--- config.mk ---
export PLATFORM = sky130hd
export DESIGN_NAME = mdu_seq_unit
export DESIGN_NICKNAME = d
export VERILOG_FILES = /design/src/rtl/mdu_seq_unit.sv
export SDC_FILE = /design/constraint.sdc
export NUM_CORES = 2
export LEC_CHECK = 0
export CAP_MARGIN = 20
export CORE_ASPECT_RATIO = 0.6
export CORE_MARGIN = 3
export CORE_UTILIZATION = 45
export DETAILED_ROUTE_END_ITERATION = 7
export DONT_BUFFER_PORTS = 1
export MAX_ROUTING_LAYER = met4
export SYNTH_ARGS = -nofsm -noshare
export SYNTH_HDL_FRONTEND = slang
export SYNTH_SLANG_ARGS = --single-unit
--- constraint.sdc ---
create_clock -name clk -period 23.3 [get_ports clk]
set_input_delay 0 -clock clk [delete_from_list [all_inputs] [get_ports clk]]
set_output_delay 0 -clock clk [all_outputs]
set_load 0.05 [all_outputs]
--- src/rtl/mdu_seq_unit.sv ---
// Purpose : sequential RV32M execute unit (MUL/MULH/MULHSU/MULHU/DIV/DIVU/REM/REMU) behind a valid/ready op interface.
// Latency : resp_valid rises 2 edges after accept for MUL*, 33 for DIV/REM, and 1 for divide-by-zero or signed overflow.
// Backpr. : one op in flight; req_ready only in IDLE; Result/resp_tag are held in DONE until resp_ready.
//
// Ports:
//   clk, reset        rising-edge clock, synchronous active-high reset
//   flush             aborts any in-flight op and drops a pending response
//   req_valid/ready   op handshake; operand1, operand2, mul_div_op, req_tag are sampled at accept
//   resp_valid/ready  result handshake; Result and resp_tag are valid while resp_valid=1
//   busy              high whenever the unit is not IDLE (pipeline stall)
module mdu_seq_unit #(
  parameter int XLEN  = 32,
  parameter int TAG_W = 5
) (
  input  logic             clk,
  input  logic             reset,
  input  logic             flush,
  input  logic             req_valid,
  output logic             req_ready,
  input  logic [XLEN-1:0]  operand1,
  input  logic [XLEN-1:0]  operand2,
  input  logic [3:0]       mul_div_op,
  input  logic [TAG_W-1:0] req_tag,
  output logic             resp_valid,
  input  logic             resp_ready,
  output logic [XLEN-1:0]  Result,
  output logic [TAG_W-1:0] resp_tag,
  output logic             busy
);

  localparam int CNT_W = $clog2(XLEN);
  localparam logic [CNT_W-1:0] CNT_LAST = CNT_W'(XLEN - 1);
  localparam logic [XLEN-1:0]  INT_MIN  = {1'b1, {(XLEN-1){1'b0}}};

  typedef enum logic [1:0] {
    S_IDLE,
    S_MUL,
    S_DIV,
    S_DONE
  } state_t;

  state_t           state_q, state_d;
  logic [CNT_W-1:0] cnt_q, cnt_d;
  // opa holds op1 (MUL) or the shifting dividend/quotient (DIV);
  // opb holds op2 (MUL) or the divisor magnitude (DIV).
  logic [XLEN-1:0]  opa_q, opa_d;
  logic [XLEN-1:0]  opb_q, opb_d;
  logic [XLEN-1:0]  rem_q, rem_d;
  logic [1:0]       fn_q, fn_d;
  logic [TAG_W-1:0] tag_q, tag_d;
  logic             negq_q, negq_d;
  logic             negr_q, negr_d;
  logic [XLEN-1:0]  result_q, result_d;
  logic             resp_valid_q, resp_valid_d;
  logic             req_ready_q, req_ready_d;

  // Request decode (only meaningful at the accept edge)
  logic            accept;
  logic            div_signed;
  logic            div_zero;
  logic            div_ovf;
  logic [XLEN-1:0] abs1;
  logic [XLEN-1:0] abs2;

  // Datapath terms
  logic [2*XLEN-1:0] mul_a;
  logic [2*XLEN-1:0] mul_b;
  logic [2*XLEN-1:0] prod;
  logic              a_sgn;
  logic              b_sgn;
  logic [XLEN:0]     shifted;
  logic              ge;
  logic [XLEN-1:0]   step_rem;
  logic [XLEN-1:0]   step_quo;

  always_comb begin
    accept     = req_valid & req_ready_q & ~mul_div_op[3] & ~flush;
    // func3 4 (DIV) and 6 (REM) are signed; 5 and 7 are unsigned
    div_signed = ~mul_div_op[0];
    div_zero   = (operand2 == '0);
    div_ovf    = div_signed & (operand1 == INT_MIN) & (operand2 == '1);
    abs1       = (div_signed & operand1[XLEN-1]) ? -operand1 : operand1;
    abs2       = (div_signed & operand2[XLEN-1]) ? -operand2 : operand2;

    // MULH: signed x signed; MULHSU: signed x unsigned; MULHU and MUL: unsigned.
    // The low 2*XLEN bits of the product of the extended operands are exact.
    a_sgn = (fn_q == 2'd1) | (fn_q == 2'd2);
    b_sgn = (fn_q == 2'd1);
    mul_a = {{XLEN{a_sgn & opa_q[XLEN-1]}}, opa_q};
    mul_b = {{XLEN{b_sgn & opb_q[XLEN-1]}}, opb_q};
    prod  = mul_a * mul_b;

    // One restoring step: shift the next dividend bit into the remainder and
    // subtract the divisor when it fits. The true difference is < divisor, so
    // its low XLEN bits are exact.
    shifted  = {rem_q, opa_q[XLEN-1]};
    ge       = (shifted >= {1'b0, opb_q});
    step_rem = ge ? (shifted[XLEN-1:0] - opb_q) : shifted[XLEN-1:0];
    step_quo = {opa_q[XLEN-2:0], ge};
  end

  always_comb begin
    state_d  = state_q;
    cnt_d    = cnt_q;
    opa_d    = opa_q;
    opb_d    = opb_q;
    rem_d    = rem_q;
    fn_d     = fn_q;
    tag_d    = tag_q;
    negq_d   = negq_q;
    negr_d   = negr_q;
    result_d = result_q;

    unique case (state_q)
      S_IDLE: begin
        if (accept) begin
          fn_d  = mul_div_op[1:0];
          tag_d = req_tag;
          cnt_d = '0;
          rem_d = '0;
          if (!mul_div_op[2]) begin
            opa_d   = operand1;
            opb_d   = operand2;
            state_d = S_MUL;
          end else if (div_zero) begin
            result_d = mul_div_op[1] ? operand1 : '1;
            state_d  = S_DONE;
          end else if (div_ovf) begin
            result_d = mul_div_op[1] ? '0 : INT_MIN;
            state_d  = S_DONE;
          end else begin
            opa_d   = abs1;
            opb_d   = abs2;
            negq_d  = div_signed & (operand1[XLEN-1] ^ operand2[XLEN-1]);
            negr_d  = div_signed & operand1[XLEN-1];
            state_d = S_DIV;
          end
        end
      end
      S_MUL: begin
        result_d = (fn_q == 2'd0) ? prod[XLEN-1:0] : prod[2*XLEN-1:XLEN];
        state_d  = S_DONE;
      end
      S_DIV: begin
        opa_d = step_quo;
        rem_d = step_rem;
        cnt_d = cnt_q + 1'b1;
        if (cnt_q == CNT_LAST) begin
          // Sign fix folded into the last iteration edge
          if (fn_q[1]) begin
            result_d = negr_q ? -step_rem : step_rem;
          end else begin
            result_d = negq_q ? -step_quo : step_quo;
          end
          state_d = S_DONE;
        end
      end
      S_DONE: begin
        if (resp_valid_q & resp_ready) begin
          state_d = S_IDLE;
        end
      end
      default: state_d = S_IDLE;
    endcase

    // Flush wins over everything; with resp_ready also high in DONE the
    // response was already taken, so leaving to IDLE is correct either way.
    if (flush) begin
      state_d = S_IDLE;
    end

    // resp_valid trails entry into DONE by one edge and drops on leaving it
    resp_valid_d = (state_q == S_DONE) && (state_d == S_DONE);
    req_ready_d  = (state_d == S_IDLE);
  end

  always_ff @(posedge clk) begin
    if (reset) begin
      state_q      <= S_IDLE;
      cnt_q        <= '0;
      opa_q        <= '0;
      opb_q        <= '0;
      rem_q        <= '0;
      fn_q         <= '0;
      tag_q        <= '0;
      negq_q       <= 1'b0;
      negr_q       <= 1'b0;
      result_q     <= '0;
      resp_valid_q <= 1'b0;
      req_ready_q  <= 1'b0;
    end else begin
      state_q      <= state_d;
      cnt_q        <= cnt_d;
      opa_q        <= opa_d;
      opb_q        <= opb_d;
      rem_q        <= rem_d;
      fn_q         <= fn_d;
      tag_q        <= tag_d;
      negq_q       <= negq_d;
      negr_q       <= negr_d;
      result_q     <= result_d;
      resp_valid_q <= resp_valid_d;
      req_ready_q  <= req_ready_d;
    end
  end

  assign req_ready  = req_ready_q;
  assign resp_valid = resp_valid_q;
  assign Result     = result_q;
  assign resp_tag   = tag_q;
  assign busy       = (state_q != S_IDLE);

endmodule

Word-level counts from Yosys, hierarchy flattened

Index checks and enable logic that the tools add are counted.

Bits in registers: 146
Bits in latches: 0
Memories kept: 0
Word-level logic and storage cells: 104
RAM bits: 0
Bits in read-only memories: 0

Bitwise operators: 18
Shift operators: 0
Add/sub/neg operators: 6
Multiplexer cells: 35
Reductions and logical operators: 14
Equal/unequal tests: 17
Div/mod/pow operators: 0
$lt $le $gt $ge: 1
Multiply operators: 1

Operators by type and width:

| operator             | number |
|---|---|
| $mux 32              | 22 |
| $neg 32->32          | 4 |
| $pmux 32 s2          | 2 |
| $pmux 32 s3          | 1 |
| $eq 32x32->1 const B | 2 |
| $mul 33x33->64       | 1 |
| $ge 33x32->1         | 1 |
| $logic_not 32->1     | 1 |
| $sub 32x32->32       | 1 |
| $and 1x1->1          | 11 |
| $mux 2               | 5 |
| $ne 2x2->1 const B   | 5 |
| $pmux 5 s2           | 1 |
| $reduce_and 5->1     | 2 |
| $ne 3x3->1 const B   | 3 |
| $eq 2x2->1 const B   | 4 |
| $pmux 2 s4           | 1 |
| $reduce_and 4->1     | 2 |
| $logic_not 2->1      | 3 |
| $add 5x1->5 const B  | 1 |
| $eq 5x5->1 const B   | 1 |
| $mux 5               | 1 |
| $not 1->1            | 5 |
| $eq 2x1->1 const B   | 2 |
| 7 further kinds      | 10 |

Longest topological paths before layout

Word-level depth: 11
Depth in mapped cells: 36
Depth with buffers taken out: 32

Least setup slack after synthesis

OpenSTA, ideal clock, no wires.

Kind: register to register
Start: reg fn_q[1]
End: reg result_q[30] (netlist: Result[30])
Arrival: 8.541 ns
Path slack: 14.688 ns
Data required time: 23.228 ns
Cell stages (with the launch flop): 34
Clock period less this slack: 8.612 ns
Setup time: 0.072 ns
Path through: dfxtp_1 > clkbuf_1 > inv_2 > ha_1 > and2_1 > clkbuf_1 > clkbuf_1 > nand2_1 > inv_1 > fa_1 > fa_1 > fa_1 > inv_1 > fa_1 > inv_1 > fa_1 > fa_1 > inv_1 > fa_1 > fa_1 > inv_1 > ha_1 > a21o_1 > a21o_1 > a21oi_1 > o211ai_1 > a31oi_1 > o22a_1 > o21ai_0 > a211oi_1 > nor2_1 > mux2_2 > o211ai_1 > a2bb2oi_1

Cells in the longest elaborated chain, start to end: 6

Ends and longest elaborated chain:

| item                                            | RTL line | RTL |
|---|---|---|
| start: declaration                              | 49       | `logic [1:0] fn_q, fn_d;` |
| start signal: assignment                        | 197      | `fn_q <= fn_d;` |
| $eq 2x1->1 / $eq 2x2->1 (equally long branches) | 87, 88   |  |
| $or 1x1->1                                      | 87       | `a_sgn = (fn_q == 2'd1) \| (fn_q == 2'd2);` |
| $and 1x1->1                                     | 89       | `mul_a = {{XLEN{a_sgn & opa_q[XLEN-1]}}, opa_q};` |
| $mul 33x33->64                                  | 91       | `prod = mul_a * mul_b;` |
| $mux 32                                         | 141      | `result_d = (fn_q == 2'd0) ? prod[XLEN-1:0] : prod[2*XLEN-1:XLEN];` |
| $pmux 32 s3 (*)                                 | 114      | `unique case (state_q)` |
| end signal: assignment                          | 201      | `result_q <= result_d;` |
| end: declaration                                | 53       | `logic [XLEN-1:0] result_q, result_d;` |

Every way passes the cells marked *; elsewhere a longest branch is shown, timed or not. The select of a mux whose other input is x is not followed.
A chain may end at the register's enable or synchronous reset.

Worst setup path after layout

Start: reg fn_q[1]
End: reg result_q[29] (netlist: Result[29])

Same word-level chain as after synthesis.

==> impl_metrics.csv <==
group,metric,value,unit
status,status,"finished clean",
cts,clock_path_buffers,2,
yosys,synth_most_common_cell,"inv_1",
critical_path,cp-startpoint,"fn_q[1]",
cts,cts_tree,"yes",
critical_path,crit_path_end_kind,"register",
global_route,grt_max_degree,126,
critical_path,crit_fanout,18,
cts,path_clk_slew,0.08,ns
critical_path,rr_endpoint,"Result[29]",
placement,dp_hpwl,142000,microns
global_route,grt_use_met2,44.5,%
critical_path,worst-path-stages,31,
min_path,hp-class,"primary input to register",
yosys,ys_seq_area_share,5.79,%
die,die_area,116000,sq um
critical_path,critPathLaunchType,"register",
placement,dp_cells,7242,
timing,finalCritPeriodShare,45.1,%
global_route,busiest_layer,"met1",
cts,ctsResizeCount,0,
timing,slew-limit-headroom,22.8,%
final_layout,area_delta_synth_final,5.67,%
timing,slew_violations,0,
critical_path,crit_buf_inv,10,
global_route,antenna_found_initial,9,
pwr,p_leak,24.1,nW
critical_path,reg2reg_from,"fn_q[1]",
placement,buffer_ports.inserted,0,
drt,drc_errors,0,
yosys,synth-seq-cells,146,
final_layout,drive_gt1_share,3.73,%
timing,fin_tns_setup,0,ns
placement,place_area,51600,sq um
yosys,synthCells,6036,
global_route,use_met1,48.4,%
drt,vias,41800,
final_layout,nets,7340,
global_route,grt_pass1_wl,276000,microns
critical_path,reg2reg_slack,12.80,ns
drt,post_drt_wl_per_cell,24.3,microns
timing,period_needed,10.50,ns
critical_path,cpMaxStageDelayCell,"fa_1",
timing,setup_viol,0,
timing,timing.fmax,95.2,MHz
die,ios,118,
drt,drt_iter0_markers,4167,
final_layout,instances_no_fill,7389,
critical_path,arrival,10.86,ns
pwr,power_density,19.7,nW/um^2
timing,rsz0062_at_grt,"false",
pwr,ir_worst_vdd,0.0339,mV
global_route,grt_pass1_vias,42100,
yosys,netlist_area,50400,sq um
timing,setup_ws,12.80,ns
critical_path,worstPathRequired,23.66,ns
yosys,synth_edf_count,0,
yosys,syn_avg_cell_area,8.36,sq um
critical_path,rr_worst_depth,31,
critical_path,max_stage_delay,0.85,ns
yosys,synthFlopType,"dfxtp_1",
die,coreArea,110000,sq um
cts,insertion_delay,0.51,ns
die,row_count,94,
yosys,synth.area.top_cells,"fa_1 45%, inv_1 9.3%, nand2_1 7.3%, ha_1 6.4%, dfxtp_1 5.8%",
yosys,ys_warn_count,0,
global_route,grt_use_total,32.6,%
die,die_h,265,microns
critical_path,cp-endpoint,"Result[29]",
die,fp.dieW,438,microns
placement,preCtsSetupSlack,13.02,ns
cts,htree_levels,4,
run,max-cap-violations,0,
drt,viasPerCell,5.65,
yosys,synth_common_cells,"1249 x inv_1, 1126 x fa_1, 979 x nand2_1, 365 x nor2_1, 309 x clkbuf_1",
cts,cts_root_buf,"clkbuf_16",
placement,gp_congestion,1.03,
cts,cts_sinks,146,
cts,cts_made_buffers,17,
yosys,ys_types,105,
critical_path,path_class,"register to register",
yosys,synth_fp_nets,7498,
timing,clock_skew,0.0188,ns
final_layout,final_area,53300,sq um
critical_path,critPathTopFamily,"adder cells",
drt,routed_wl,179000,microns
drt,dr.pass1.iters,6,
drt,ant_nets,0,
yosys,synth_top_area_share,44.7,%
timing,finalHoldViolCount,0,
final_layout,fin_util,48.3,%
die,initial_core_util,45.7,%
yosys,yosysTopAreaCell,"fa_1",
yosys,async_reset_ff_share,0,%
timing,worstMarginPinSlew,1.16,ns
global_route,grtUsageMet3,6.80,%
global_route,grt_overflow,0,
-- cell type report --
cell class	count	area, sq um
clock buffers	18	439
fillers	10800	57100
well taps	1488	1860
flip-flops and latches	146	2940
inverters	1253	4700
multi-input cells	4257	41400
diodes	10	25.0
clock inverters	14	150
repair buffers	203	1820
-- how the worst min path moves through the flow --
stage                     cells past startpoint          start          to  slack [ns]
final                                         5   operand2[19]   opb_q[22]        0.03
after global routing                          7    operand1[2]    opa_q[3]        0.06
after CTS                                     5   operand1[29]   opa_q[31]       0.003
after detailed placement                      1          reset    opa_q[9]        0.09
after global placement                        1          reset  Result[20]        0.08
after floorplan                               2  mul_div_op[0]     fn_q[0]        0.14
-- sequential cells by signal (all words and copies together), names as in the netlist --
signal / cells
opa_q: 32
fn_q: 2
negq_q: 1
resp_valid: 1
negr_q: 1
Result: 32
state_q: 2
resp_tag: 5
rem_q: 32
cnt_q: 5
opb_q: 32
req_ready: 1
-- worst reg2reg max path: cells and delay by family (launching register included) --
| family | cells | cell delay (ns) |
|---|---|---|
| buffers and inverters | 10 | 1.66 |
| AND/OR/NAND/NOR | 6 | 1.73 |
| adder cells (fa/ha/maj) | 10 | 5.02 |
| AO/OA/AOI/OAI | 5 | 1.25 |
| flip-flops | 1 | 0.68 |
-- cells by family after synthesis --
kind of cell	synth area share, %
flip-flops	5.79
adder cells (fa/ha/maj)	51.1
buffers and inverters	12.3
AO/OA/AOI/OAI	9.99
AND/OR/NAND/NOR	16.8
multiplexers	0.642
XOR/XNOR	3.42
-- cell usage in the layout (no fill, tap or decap), types with 32 or more instances in the layout --
cell              n
a211oi_1         58
a21o_1           52
a21oi_1         221
and2_1          248
and3_1           36
buf_4            97
dfxtp_1         130
dlygate4sd3_1   103
fa_1           1126
ha_1            257
inv_1          1249
nand2_1         979
nand3_1          47
nand4_1          32
nor2_1          365
nor3_1           38
o21ai_0         144
o31ai_1          33
xnor2_1         108
xor2_1           89
-- through the flow --
| stage | hold WS, ns | total power [mW] |
|---|---|---|
| after floorplan | 0.136 | 0.552 |
| after global placement | 0.0795 | 0.706 |
| after detailed placement | 0.0855 | 0.704 |
| after CTS | 0.00279 | 1.03 |
| after global routing | 0.0587 | 1.09 |
| final | 0.0252 | 1.05 |
-- power by group --
part / total (mW) / leakage [nW] / switching [mW] / internal, mW
clock: 0.308 / 0.292 / 0.161 / 0.147
combinational: 0.481 / 22.7 / 0.342 / 0.139
sequential: 0.263 / 1.19 / 0.00923 / 0.254
-- per-layer routing --
layer  up-vias  part of all wire [%]
met2      2097                    40
met1     21400                    46
met4         0                   3.4
met3       266                    11
li1      18000                     -
met5         -                     0
-- repair_timing --
| item | 4_1_cts | 5_1_grt |
|---|---|---|
| hold buffers | 104 | 0 |
| setup endpoints to repair | 0 | 0 |
| setup buffers | 0 | 0 |
| hold endpoints to repair | 146 | 0 |
No activity file was read; power rests on OpenSTA's default activity.
